$ cat src/rtl/cp0_pkg.sv
// Shared CP0 definitions: operation/cause codes, register indices and the
// interrupt controller's level helpers and FSM encoding.
package cp0_pkg;

    localparam logic [1:0] OP_MTC  = 2'd1;
    localparam logic [1:0] OP_MFC  = 2'd2;
    localparam logic [1:0] OP_ERET = 2'd3;

    localparam logic [2:0] CAUSE_UNDEFINED    = 3'd1;
    localparam logic [2:0] CAUSE_OVERFLOW     = 3'd2;
    localparam logic [2:0] CAUSE_OUT_OF_RANGE = 3'd4;

    localparam logic [4:0] CP0_REG_EHB   = 5'd3;
    localparam logic [4:0] CP0_REG_CAUSE = 5'd13;
    localparam logic [4:0] CP0_REG_EPC   = 5'd14;

    localparam int IRQ_LEVELS = 3;

    typedef enum logic {
        IDLE = 1'b0,
        REQ  = 1'b1
    } irq_state_e;

    // Level of the highest set bit (index+1), 0 when the vector is empty.
    function automatic logic [2:0] top_level(input logic [IRQ_LEVELS-1:0] v);
        logic [2:0] lvl;
        lvl = 3'd0;
        for (int i = 0; i < IRQ_LEVELS; i++) begin
            if (v[i]) lvl = 3'(i + 1);
        end
        return lvl;
    endfunction

    function automatic logic [IRQ_LEVELS-1:0] clear_top(input logic [IRQ_LEVELS-1:0] v);
        logic [IRQ_LEVELS-1:0] r;
        logic                  done;
        r    = v;
        done = 1'b0;
        for (int i = IRQ_LEVELS - 1; i >= 0; i--) begin
            if (!done && v[i]) begin
                r[i] = 1'b0;
                done = 1'b1;
            end
        end
        return r;
    endfunction

endpackage

$ cat src/rtl/irq_sync_edge.sv
// One interrupt line: SYNC_STAGES-deep synchroniser followed by a rising-edge
// detector whose pulse is combinational from registered state.
module irq_sync_edge #(
    parameter int SYNC_STAGES = 2
) (
    input  logic clk,
    input  logic rst,
    input  logic irq_raw,
    output logic rise
);

    logic [SYNC_STAGES-1:0] sync_q;
    logic                   prev_q;

    always_ff @(posedge clk or posedge rst) begin
        if (rst) begin
            sync_q <= '0;
            prev_q <= 1'b0;
        end else begin
            sync_q <= {sync_q[SYNC_STAGES-2:0], irq_raw};
            prev_q <= sync_q[SYNC_STAGES-1];
        end
    end

    assign rise = sync_q[SYNC_STAGES-1] & ~prev_q;

endmodule

$ cat src/rtl/irq_priority_ctrl.sv
// Fixed-priority interrupt controller feeding CP0 interruptSignal, with
// software mask, nested in-service tracking and acknowledge timeout.
module irq_priority_ctrl
    import cp0_pkg::*;
#(
    parameter int SYNC_STAGES = 2,
    parameter int ACK_TIMEOUT = 15
) (
    input  logic       clk,
    input  logic       rst,
    input  logic [2:0] irq_in,
    input  logic       mask_we,
    input  logic [2:0] mask_wdata,
    input  logic       eret,
    input  logic       int_ack,
    input  logic       exc_active,
    output logic [2:0] int_level,
    output logic [2:0] pending,
    output logic [2:0] mask_q,
    output logic [2:0] in_service,
    output logic       timeout_err
);

    irq_state_e state_q, state_n;
    logic [2:0] rise;
    logic [2:0] pending_q, pending_n, clr;
    logic [2:0] mask_r;
    logic [2:0] isr_q, isr_n;
    logic [2:0] lvl_q, lvl_n;
    logic [1:0] req_idx_q, req_idx_n;
    logic [7:0] cnt_q, cnt_n;
    logic       terr_q, terr_n;
    logic [2:0] eligible, cand_level, cur_level;

    for (genvar g = 0; g < IRQ_LEVELS; g++) begin : g_line
        irq_sync_edge #(.SYNC_STAGES(SYNC_STAGES)) u_sync (
            .clk     (clk),
            .rst     (rst),
            .irq_raw (irq_in[g]),
            .rise    (rise[g])
        );
    end

    assign eligible   = pending_q & ~mask_r;
    assign cand_level = top_level(eligible);
    assign cur_level  = top_level(isr_q);

    always_comb begin
        state_n   = state_q;
        lvl_n     = lvl_q;
        req_idx_n = req_idx_q;
        cnt_n     = cnt_q;
        terr_n    = 1'b0;
        clr       = 3'b000;
        isr_n     = isr_q;

        if (eret) isr_n = clear_top(isr_q);

        case (state_q)
            IDLE: begin
                lvl_n = 3'd0;
                if (eligible != 3'b000 && cand_level > cur_level && !exc_active && !eret) begin
                    req_idx_n = 2'(cand_level - 3'd1);
                    lvl_n     = cand_level;
                    cnt_n     = 8'd0;
                    state_n   = REQ;
                end
            end
            REQ: begin
                // The offered level is frozen here; only these exits release it.
                if (int_ack) begin
                    isr_n   = isr_n | (3'b001 << req_idx_q);
                    clr     = 3'b001 << req_idx_q;
                    lvl_n   = 3'd0;
                    state_n = IDLE;
                end else if (exc_active) begin
                    lvl_n   = 3'd0;
                    state_n = IDLE;
                end else if (cnt_q == 8'(ACK_TIMEOUT - 1)) begin
                    lvl_n   = 3'd0;
                    terr_n  = 1'b1;
                    state_n = IDLE;
                end else begin
                    cnt_n = cnt_q + 8'd1;
                end
            end
            default: begin
                lvl_n   = 3'd0;
                state_n = IDLE;
            end
        endcase

        // A fresh edge wins over an acknowledge clear of the same bit.
        pending_n = (pending_q & ~clr) | rise;
    end

    always_ff @(posedge clk or posedge rst) begin
        if (rst) begin
            state_q   <= IDLE;
            pending_q <= 3'b000;
            mask_r    <= 3'b000;
            isr_q     <= 3'b000;
            lvl_q     <= 3'd0;
            req_idx_q <= 2'd0;
            cnt_q     <= 8'd0;
            terr_q    <= 1'b0;
        end else begin
            state_q   <= state_n;
            pending_q <= pending_n;
            if (mask_we) mask_r <= mask_wdata;
            isr_q     <= isr_n;
            lvl_q     <= lvl_n;
            req_idx_q <= req_idx_n;
            cnt_q     <= cnt_n;
            terr_q    <= terr_n;
        end
    end

    assign int_level   = lvl_q;
    assign pending     = pending_q;
    assign mask_q      = mask_r;
    assign in_service  = isr_q;
    assign timeout_err = terr_q;

endmodule

$ cat config.mk
export PLATFORM = sky130hd
export DESIGN_NAME = irq_priority_ctrl
export DESIGN_NICKNAME = d
export VERILOG_FILES = /design/src/rtl/cp0_pkg.sv /design/src/rtl/irq_sync_edge.sv /design/src/rtl/irq_priority_ctrl.sv
export SDC_FILE = /design/constraint.sdc
export NUM_CORES = 1
export LEC_CHECK = 0
export CORE_MARGIN = 1
export CORE_UTILIZATION = 45
export DETAILED_ROUTE_END_ITERATION = 10
export HOLD_SLACK_MARGIN = 0.05
export PLACE_DENSITY = 0.75
export SYNTH_ARGS = -nofsm -noshare
export SYNTH_HDL_FRONTEND = slang
export SYNTH_SLANG_ARGS = --single-unit
$ cat constraint.sdc
create_clock -name clk -period 2.3 [get_ports clk]
set_clock_uncertainty 0.05 [all_clocks]
set_input_delay 0.46 -clock clk [delete_from_list [all_inputs] [get_ports clk]]
set_output_delay 0.46 -clock clk [all_outputs]
set_load 0.03 [all_outputs]
==> results of run 1 <==
## metal layers
metal / vias to the layer above / share of wire / track usage
met3: 7 / 0.046 / 0.0659
li1: 532 / - / -
met2: 33 / 0.47 / 0.299
met5: - / 0 / 0
met1: 550 / 0.47 / 0.260
met4: 0 / 0.017 / 0.0884
## state kept, by name, indices dropped and copies added, names as in the netlist
name                  count
cnt_q                     8
timeout_err               1
g_line.u_sync.sync_q      6
req_idx_q                 2
state_q                   1
mask_q                    3
int_level                 2
g_line.u_sync.prev_q      3
pending                   3
in_service                3
## report_power, final
part | internal, µW | switching [µW]
Clock | 145 | 194
Sequential | 639 | 75.0
Combinational | 267 | 272
Total | 1050 | 541
## placed cells by master, fill, tap and decap left out, types with 3 or more instances in the layout
cell             count
nand3_1              3
mux2_2               3
o22ai_1              3
buf_4               13
inv_1               12
o21ai_0             15
nand2_1              8
clkdlybuf4s50_1     23
dfrtp_1             26
dfrtp_2              6
clkbuf_4             5
## critical path: stages, from the launching register on
cell,delay (ns)
dfrtp_2,0.42
and2b_2,0.24
a21oi_4,0.18
ha_4,0.23
a2111oi_4,0.39
o31ai_4,0.15
or2_4,0.26
a31o_2,0.24
## area by class of cell
cell class              instances  area, µm²  share of cell area
flip-flops and latches         32        808               0.410
multi-input cells              79        672               0.341
repair buffers                 36        328               0.166
well taps                      44       55.1              0.0280
clock buffers                   6       51.3              0.0260
inverters                      12       45.0              0.0229
clock inverters                 2       10.0             0.00508
## worst max-delay path by stage
stage / endpoint / slack, ns / cells after the start
after global routing: cnt_q[7] / -0.08 / 7
after detailed placement: cnt_q[7] / -0.005 / 7
after floorplan: req_idx_q[0] / 0.002 / 7
after global placement: cnt_q[7] / 0.1 / 7
final: cnt_q[7] / 0.03 / 7
after CTS: cnt_q[7] / 0.003 / 7
## per-stage QoR
stage / power [µW] / cell area, µm²
detailed placement: 1190 / 1830
global placement: 1180 / 1830
floorplan: 1030 / 1500
CTS: 1550 / 1910
finish: 1590 / 1970
global route: 1680 / 1970
## cell families after synthesis
kind of cell,share of synthesized area
other cells,0.00262
fa+ha+maj,0.0350
mux,0.0533
simple gates,0.158
compound gates,0.143
flops,0.559
buf+inv,0.0481
## what timing repair did
item | in CTS | in global routing
pin swaps | 0 | 3
hold buffers | 0 | 0
setup endpoints to repair | 2 | 11
resized for setup | 1 | 6
buffers inserted | 2 | 3
==> impl_metrics.yaml, run 1 <==
worst_hold_path:
  whs_path_depth: 0
  hold_path.class: "reg2reg"
  min_from: "g_line[0].u_sync.sync_q[0]"
  hold_path_end: "g_line[0].u_sync.sync_q[1]"
setup_path:
  cp-start-kind: "register"
  reg2reg_depth: 7
  cp.required_ns: 2.49
  worstReg2RegStart: "pending[2]"
  worstPathMaxFanout: 4
  cp_data_arrival_time_ns: 2.45
  crit_path_start: "pending[2]"
  critPathCaptureType: "register"
  r2r-end: "cnt_q[7]"
  ff2ff_setup_slack_ns: 0.03
  worstSetupPathType: "reg2reg"
cells_and_area:
  n_fill_cell: 231
  area_growth_syn_to_layout_pct: 37.6
  utilization: 0.650
  n_antenna_cell: 0
  nets: 182
  layout-drive-gt1-share: 0.305
  finalNonFillerCells: 211
sta:
  period_needed_ns: 2.27
  tns_ns: 0
  final_hold_viol_count: 0
  slew_viol_final: 0
  worst_slack_ns: 0.0331
  fin_crit_sh: 0.986
  setup_viol: 0
  timing.hold.ws_ns: 0.308
  rsz0062_at_grt: "true"
  maxSlewHeadroom: 0.478
  worstMarginPinSlew_ns: 0.772
  fmax_mhz: 441
yosys:
  synthesis.area_um2: 1430
  synthesis.nets: 143
  yosys.area.top_type_share: 0.559
  yosys_warnings: 0
  synthTopCellsByCount: "dfrtp_1 (32), o21ai_0 (15), inv_1 (12)"
  synth_area_leaders: "dfrtp_1 (56%), o21ai_0 (5.2%), mux2_2 (3.9%)"
  yosys.area.top_type: "dfrtp_1"
  synth-seq-cells: 32
  yosysUniqueCellTypes: 41
  synth-edff-count: 0
  yosys.cell_count.top_type: "dfrtp_1"
  yosysSeqAreaShare: 0.559
  syn_avg_cell_area_um2: 11.3
  async_reset_ff_frac: 1.00
  ys.flop_type: "dfrtp_1"
  syn_inst: 127
grt:
  antenna_found_initial: 0
  grt_start_max_net_pins: 33
  grt_pass1_vias: 1071
  grt_overflow: 0
  grtUsageTotal: 0.198
  grt_pass1_wl_mm: 4.91
die:
  row_count: 20
  start_util: 0.473
  die_h_um: 58.4
  io_pins: 25
  coreArea_um2: 3030
  die_area_um2: 3410
  die_w_um: 58.4
status:
  status: "finished, final reports clean"
clock_tree:
  clockBufferDepth: 2
  cts.clk_slew.worst_paths_ns: 0.10
  clk_latency_ns: 0.34
  cts_sinks: 32
  cts_buffers: 5
  cts_tree: "built"
  cts_root_buffer: "clkbuf_4"
  htreeDepth: 2
drt:
  drtPass1Iterations: 4
  drtIter0Drc: 58
  vias: 1122
  routed_wl_mm: 3.04
  drc: 0
  post_drt_wl_per_cell_um: 14.4
  viasPerCell: 5.32
  ant_nets: 0
placed_design:
  dp_hpwl_mm: 2.06
  dp_cells: 198
  place_congestion: 0.851
  port_buffers: 23
  place_ws_ns: -0.00538
power:
  p_per_area_nw_per_um2: 808
  leakage_uw: 0.000833
  ir_drop_mv: 0.568
job:
  maxCapViolations: 0
(Power assumes the default switching activity.)
==> run 2: changes to the inputs <==
CELL_PAD_IN_SITES_DETAIL_PLACEMENT = 1   (was not set)
CELL_PAD_IN_SITES_GLOBAL_PLACEMENT = 1   (was not set)
CORE_UTILIZATION = 36   (was 45)
PLACE_DENSITY = 0.76   (was 0.75)
==> impl_metrics.yaml, run 2 (synthesis gave the netlist of run 1 again) <==
setup_path:
  cp_data_arrival_time_ns: 2.37
  ff2ff_setup_slack_ns: 0.04
  reg2reg_depth: 7
  worstPathMaxFanout: 3
  critPathCaptureType: "register"
  worstSetupPathType: "reg2reg"
  worstReg2RegStart: "mask_q[2]"
  cp-start-kind: "register"
  cp.required_ns: 2.42
  r2r-end: "cnt_q[7]"
cells_and_area:
  largest_reg_flops: 8
  utilization: 0.536
  n_fill_cell: 423
  fin_area_um2: 2010
  mostFrequentLayoutCells: "dfrtp_1 (26), clkdlybuf4s50_1 (23), o21ai_0 (14)"
  largestRegisters: "cnt_q (8), g_line.u_sync.sync_q (6)"
  layout-drive-gt1-share: 0.291
  layout_commonest_cell: "dfrtp_1"
  finalNonFillerCells: 213
  top_register: "cnt_q"
  n_antenna_cell: 0
  area_growth_syn_to_layout_pct: 40.1
  nets: 180
worst_hold_path:
  hold_path_end: "g_line[0].u_sync.sync_q[1]"
  whs_path_depth: 0
  hold_path.class: "reg2reg"
  min_from: "g_line[0].u_sync.sync_q[0]"
grt:
  grt_pass1_wl_mm: 5.97
  grt_start_max_net_pins: 33
  grt_pass1_vias: 1211
  grtUsageTotal: 0.194
  grt_overflow: 0
  antenna_found_initial: 0
sta:
  worst_slack_ns: 0.0444
  tns_ns: 0
  period_needed_ns: 2.26
  rsz0062_at_grt: "true"
  final_hold_viol_count: 0
  setup_viol: 0
  maxSlewHeadroom: 0.408
  worstMarginPinSlew_ns: 0.875
  fin_crit_sh: 0.981
  slew_viol_final: 0
  fmax_mhz: 443
placed_design:
  place_area_um2: 1820
  place_ws_ns: 0.0159
  dp_hpwl_mm: 2.49
  place_congestion: 0.797
  port_buffers: 23
  dp_cells: 201
die:
  coreArea_um2: 3740
  die_h_um: 65.1
  die_area_um2: 4230
  start_util: 0.382
  row_count: 22
  io_pins: 25
  die_w_um: 65.1
clock_tree:
  cts_tree: "built"
  holdBufCountCts: 0
  cts.clk_slew.worst_paths_ns: 0.06
  clockBufferDepth: 2
  cts_sinks: 32
  clk_latency_ns: 0.28
  cts_buffers: 5
  cts_root_buffer: "clkbuf_8"
  htreeDepth: 2
drt:
  vias: 1137
  viasPerCell: 5.34
  drtIter0Drc: 40
  routed_wl_mm: 3.65
  post_drt_wl_per_cell_um: 17.1
  drc: 0
  drtPass1Iterations: 4
  ant_nets: 0
power:
  leakage_uw: 0.000841
  p_per_area_nw_per_um2: 893
  ir_drop_mv: 0.505
status:
  status: "finished, final reports clean"
job:
  maxCapViolations: 0
[run 2: cell types whose count changed in the layout (fill, tap and decap cells not counted), sizes merged]
cell,before,now
buf,13,11
bufinv,0,1
clkinv,2,1
[run 2: power by group]
part | internal [µW] | switching (µW)
clock network | 321 | 202
logic | 264 | 282
registers | 640 | 80.9
total | 1230 | 566
[run 2: repair_timing]
action | in CTS | in global routing
gates resized for setup | 5 | 3
setup endpoints to repair | 1 | 9
buffers inserted | 3 | 1
pin swaps | 2 | 2
[run 2: critical path, cell delays in order (launching register included)]
cell       delay, ns
dfrtp_2         0.41
and2b_2         0.26
nand2b_4        0.15
ha_4            0.20
a2111oi_4       0.39
o31ai_4         0.16
or2_4           0.26
a31o_2          0.25
[run 2: how the worst max path moves through the flow]
stage / cells after the start / slack [ns] / from / to
3_5_place_dp: 7 / 0.02 / pending[0] / cnt_q[7]
2_1_floorplan: 7 / 0.002 / pending[2] / req_idx_q[0]
6_report: 7 / 0.04 / mask_q[2] / cnt_q[7]
5_1_grt: 7 / -0.03 / mask_q[2] / cnt_q[7]
3_3_place_gp: 7 / 0.06 / pending[0] / cnt_q[7]
4_1_cts: 7 / 0.003 / pending[0] / cnt_q[7]
[run 2: area by class of cell]
class                   instances  area, µm²  area share
inverters                      12       45.0      0.0225
well taps                      48       60.1      0.0299
clock inverters                 2       35.0      0.0175
clock buffers                   6       72.6      0.0362
multi-input cells              79        672       0.335
flip-flops and latches         32        808       0.403
repair buffers                 34        313       0.156
[run 2: metal layers]
layer,vias up,part of all wire,GRT usage
met3,11,0.050,0.0387
met4,0,0.030,0.117
met5,-,0,0
met1,567,0.41,0.235
li1,524,-,-
met2,35,0.51,0.315
[run 2: stage by stage]
step | power (µW) | hold slack (ns)
6_report | 1790 | 0.308
5_1_grt | 1880 | 0.323
3_3_place_gp | 1180 | 0.282
3_5_place_dp | 1200 | 0.286
2_1_floorplan | 1030 | 0.281
4_1_cts | 1780 | 0.311
==> run 3: changes to the inputs <==
CTS_CLUSTER_SIZE = 28   (was not set)
==> results of run 3 <==
Same layout as run 2: the final DEF is identical, and so are final timing and power.
==> variant: new RTL, config.mk and constraints of run 1 <==
`SYNC_STAGES` is set to 2 in 2 places; all go to 4.
--- a/src/rtl/irq_sync_edge.sv
+++ b/src/rtl/irq_sync_edge.sv
@@ -1,7 +1,7 @@
 // One interrupt line: SYNC_STAGES-deep synchroniser followed by a rising-edge
 // detector whose pulse is combinational from registered state.
 module irq_sync_edge #(
-    parameter int SYNC_STAGES = 2
+    parameter int SYNC_STAGES = 4
 ) (
     input  logic clk,
     input  logic rst,
--- a/src/rtl/irq_priority_ctrl.sv
+++ b/src/rtl/irq_priority_ctrl.sv
@@ -3,7 +3,7 @@
 module irq_priority_ctrl
     import cp0_pkg::*;
 #(
-    parameter int SYNC_STAGES = 2,
+    parameter int SYNC_STAGES = 4,
     parameter int ACK_TIMEOUT = 15
 ) (
     input  logic       clk,
Behaviour: not the same (a bounded check fails within 4 cycles, from zero or initial values and one cycle with rst high).
==> variant against run 1 <==
Total power decreased by 0.20%. Fmax is 5.6% higher. Sequential cell count up 6. Non-clock buffer count shrank 12. Worst setup slack improved by 0.12 ns. Area after synthesis grew 9.9%. Critical path type unchanged. Routed wire length decreased by 7.7%. Design area decreased by 1.1%.
==> variant: results (changes against run 1) <==
* Status: finished, final reports clean
* Post-CTS Setup Bufs at 0 (-2)
* Antenna Nets Post-Route at 0 (unchanged)
* DR iter-0 viols at 46 (-21%)
* Htree depth at 2 (unchanged)
* Post-place setup slack at -0.0365 ns (-0.0311 ns)
* CTS resizes at 2 (+1)
* Largest net degree at the start of global routing at 39 (+18%)
* Fin nets at 183 (+0.55%)
* Fillers at 291 (+26%)
* HP Start: g_line[1].u_sync.sync_q[2]
* Synth area leaders: dfrtp_1, o21ai_0, inv_1, ha_1, nand2_1
* Fraction of registers with async set/reset at 100% (unchanged)
* Max stage delay cell, worst path: dfrtp_1
* WL/cell at 13.1 microns (-9.0%)
* Cell variety after synth at 29 (-29%)
* First-pass GRT wire length at 4530 microns (-7.9%)
* Synth top cells by count: dfrtp_1, o21ai_0, inv_1, nand2_1, nor2_1
* CP Max Fanout at 8 (+4)
* Mux share of post-synthesis cell area at 2.78% (-2.5 points)
* Total GRT Usage at 17.3% (-2.5 points)
* Pre-antenna DRT Iters at 4 (unchanged)
* Max clock buf depth at 2 (unchanged)
* FF-to-FF Start: mask_q[1]
* Post-synthesis xor/xnor area fraction at 0% (unchanged)
* Most frequent cell after synthesis: dfrtp_1
* Compound-gate portion of the synthesized area at 15.4% (+1.0 points)
* Largest regs: g_line.u_sync.sync_q (12), cnt_q (8)
* PD cells at 816 nW/um^2 (+0.96%)
* Leakage at 0.835 nW (+0.30%)
* CP arrival at 2.32 ns (-0.13 ns)
* Relative slew slack at 53.5% (+5.6 points)
* Post-synthesis net count at 152 (+6.3%)
* Fraction of layout cells with a size suffix above 1 at 13.1% (-17 points)
* Post-DP HPWL at 2020 microns (-1.7%)
* Synth warn at 0 (unchanged)
* Switching Share at 32.4% (-1.6 points)
* Clk Latency, worst-skew pair at 0.34 ns (about the same)
* Crit-path max cell delay at 0.42 ns (about the same)
* Placer congestion estimate at 0.806 (-5.2%)
* Vias in the first global route at 1,048 (-2.1%)
* Vias at 1,083 (-3.5%)
* Adder-Cell Fraction of Synth Area at 3.18% (-0.31 points)
* Peak supply drop at 413 uV (-27%)
* Sequential area share after synthesis at 60.5% (+4.5 points)
* Worst path top cell family by delay: compound AO/OA/AOI/OAI gates
* CTS Buf Count at 5 (unchanged)
[variant: worst paths after layout]
| kind | to | slack [ns] | cells past startpoint |
|---|---|---|---|
| setup / recovery | cnt_q[0] | 0.15 | 7 |
| hold / removal | g_line[1].u_sync.sync_q[3] | 0.31 | 0 |
| setup reg to reg | cnt_q[0] | 0.15 | 7 |
| hold reg to reg | g_line[1].u_sync.sync_q[3] | 0.31 | 0 |
| max in group asynchronous | g_line[1].u_sync.sync_q[2] | 1.41 | 3 |
| min in group asynchronous | cnt_q[6] | 0.47 | 3 |
[variant: per-layer routing]
metal	vias to the layer above	GRT usage [%]	share of wire, %	wire length (microns)
met2	27	28.6	48	1350
met4	0	9.74	2.2	62
met5	-	0	0	0
met3	6	5.04	4.1	114
li1	529	-	-	-
met1	521	20.2	46	1280
[variant: per-stage QoR]
stage,instances,area (sq um),hold slack [ns],setup TNS (ns)
after detailed placement,205,1860,0.287,-0.191
after global routing,214,1950,0.317,-0.00973
after CTS,213,1940,0.315,0
after floorplan,136,1570,0.281,0
after global placement,205,1860,0.286,0
final,214,1950,0.310,0
[variant: cell type report]
cell class | instances | area [sq um] | area share, %
clock buffer | 6 | 51.3 | 2.63
tap | 46 | 57.6 | 2.96
inverter | 15 | 56.3 | 2.89
sequential | 38 | 951 | 48.8
timing repair buffer | 24 | 238 | 12.2
clock inverter | 2 | 12.5 | 0.643
multi-input combinational | 83 | 581 | 29.8
[variant: power groups by stage]
stage | clock network (mW) | registers (mW) | logic (mW)
after floorplan | 0 | 0.890 | 0.194
after global placement | 0 | 0.839 | 0.374
after detailed placement | 0 | 0.846 | 0.384
after CTS | 0.377 | 0.833 | 0.395
after global routing | 0.404 | 0.844 | 0.438
final | 0.359 | 0.833 | 0.396
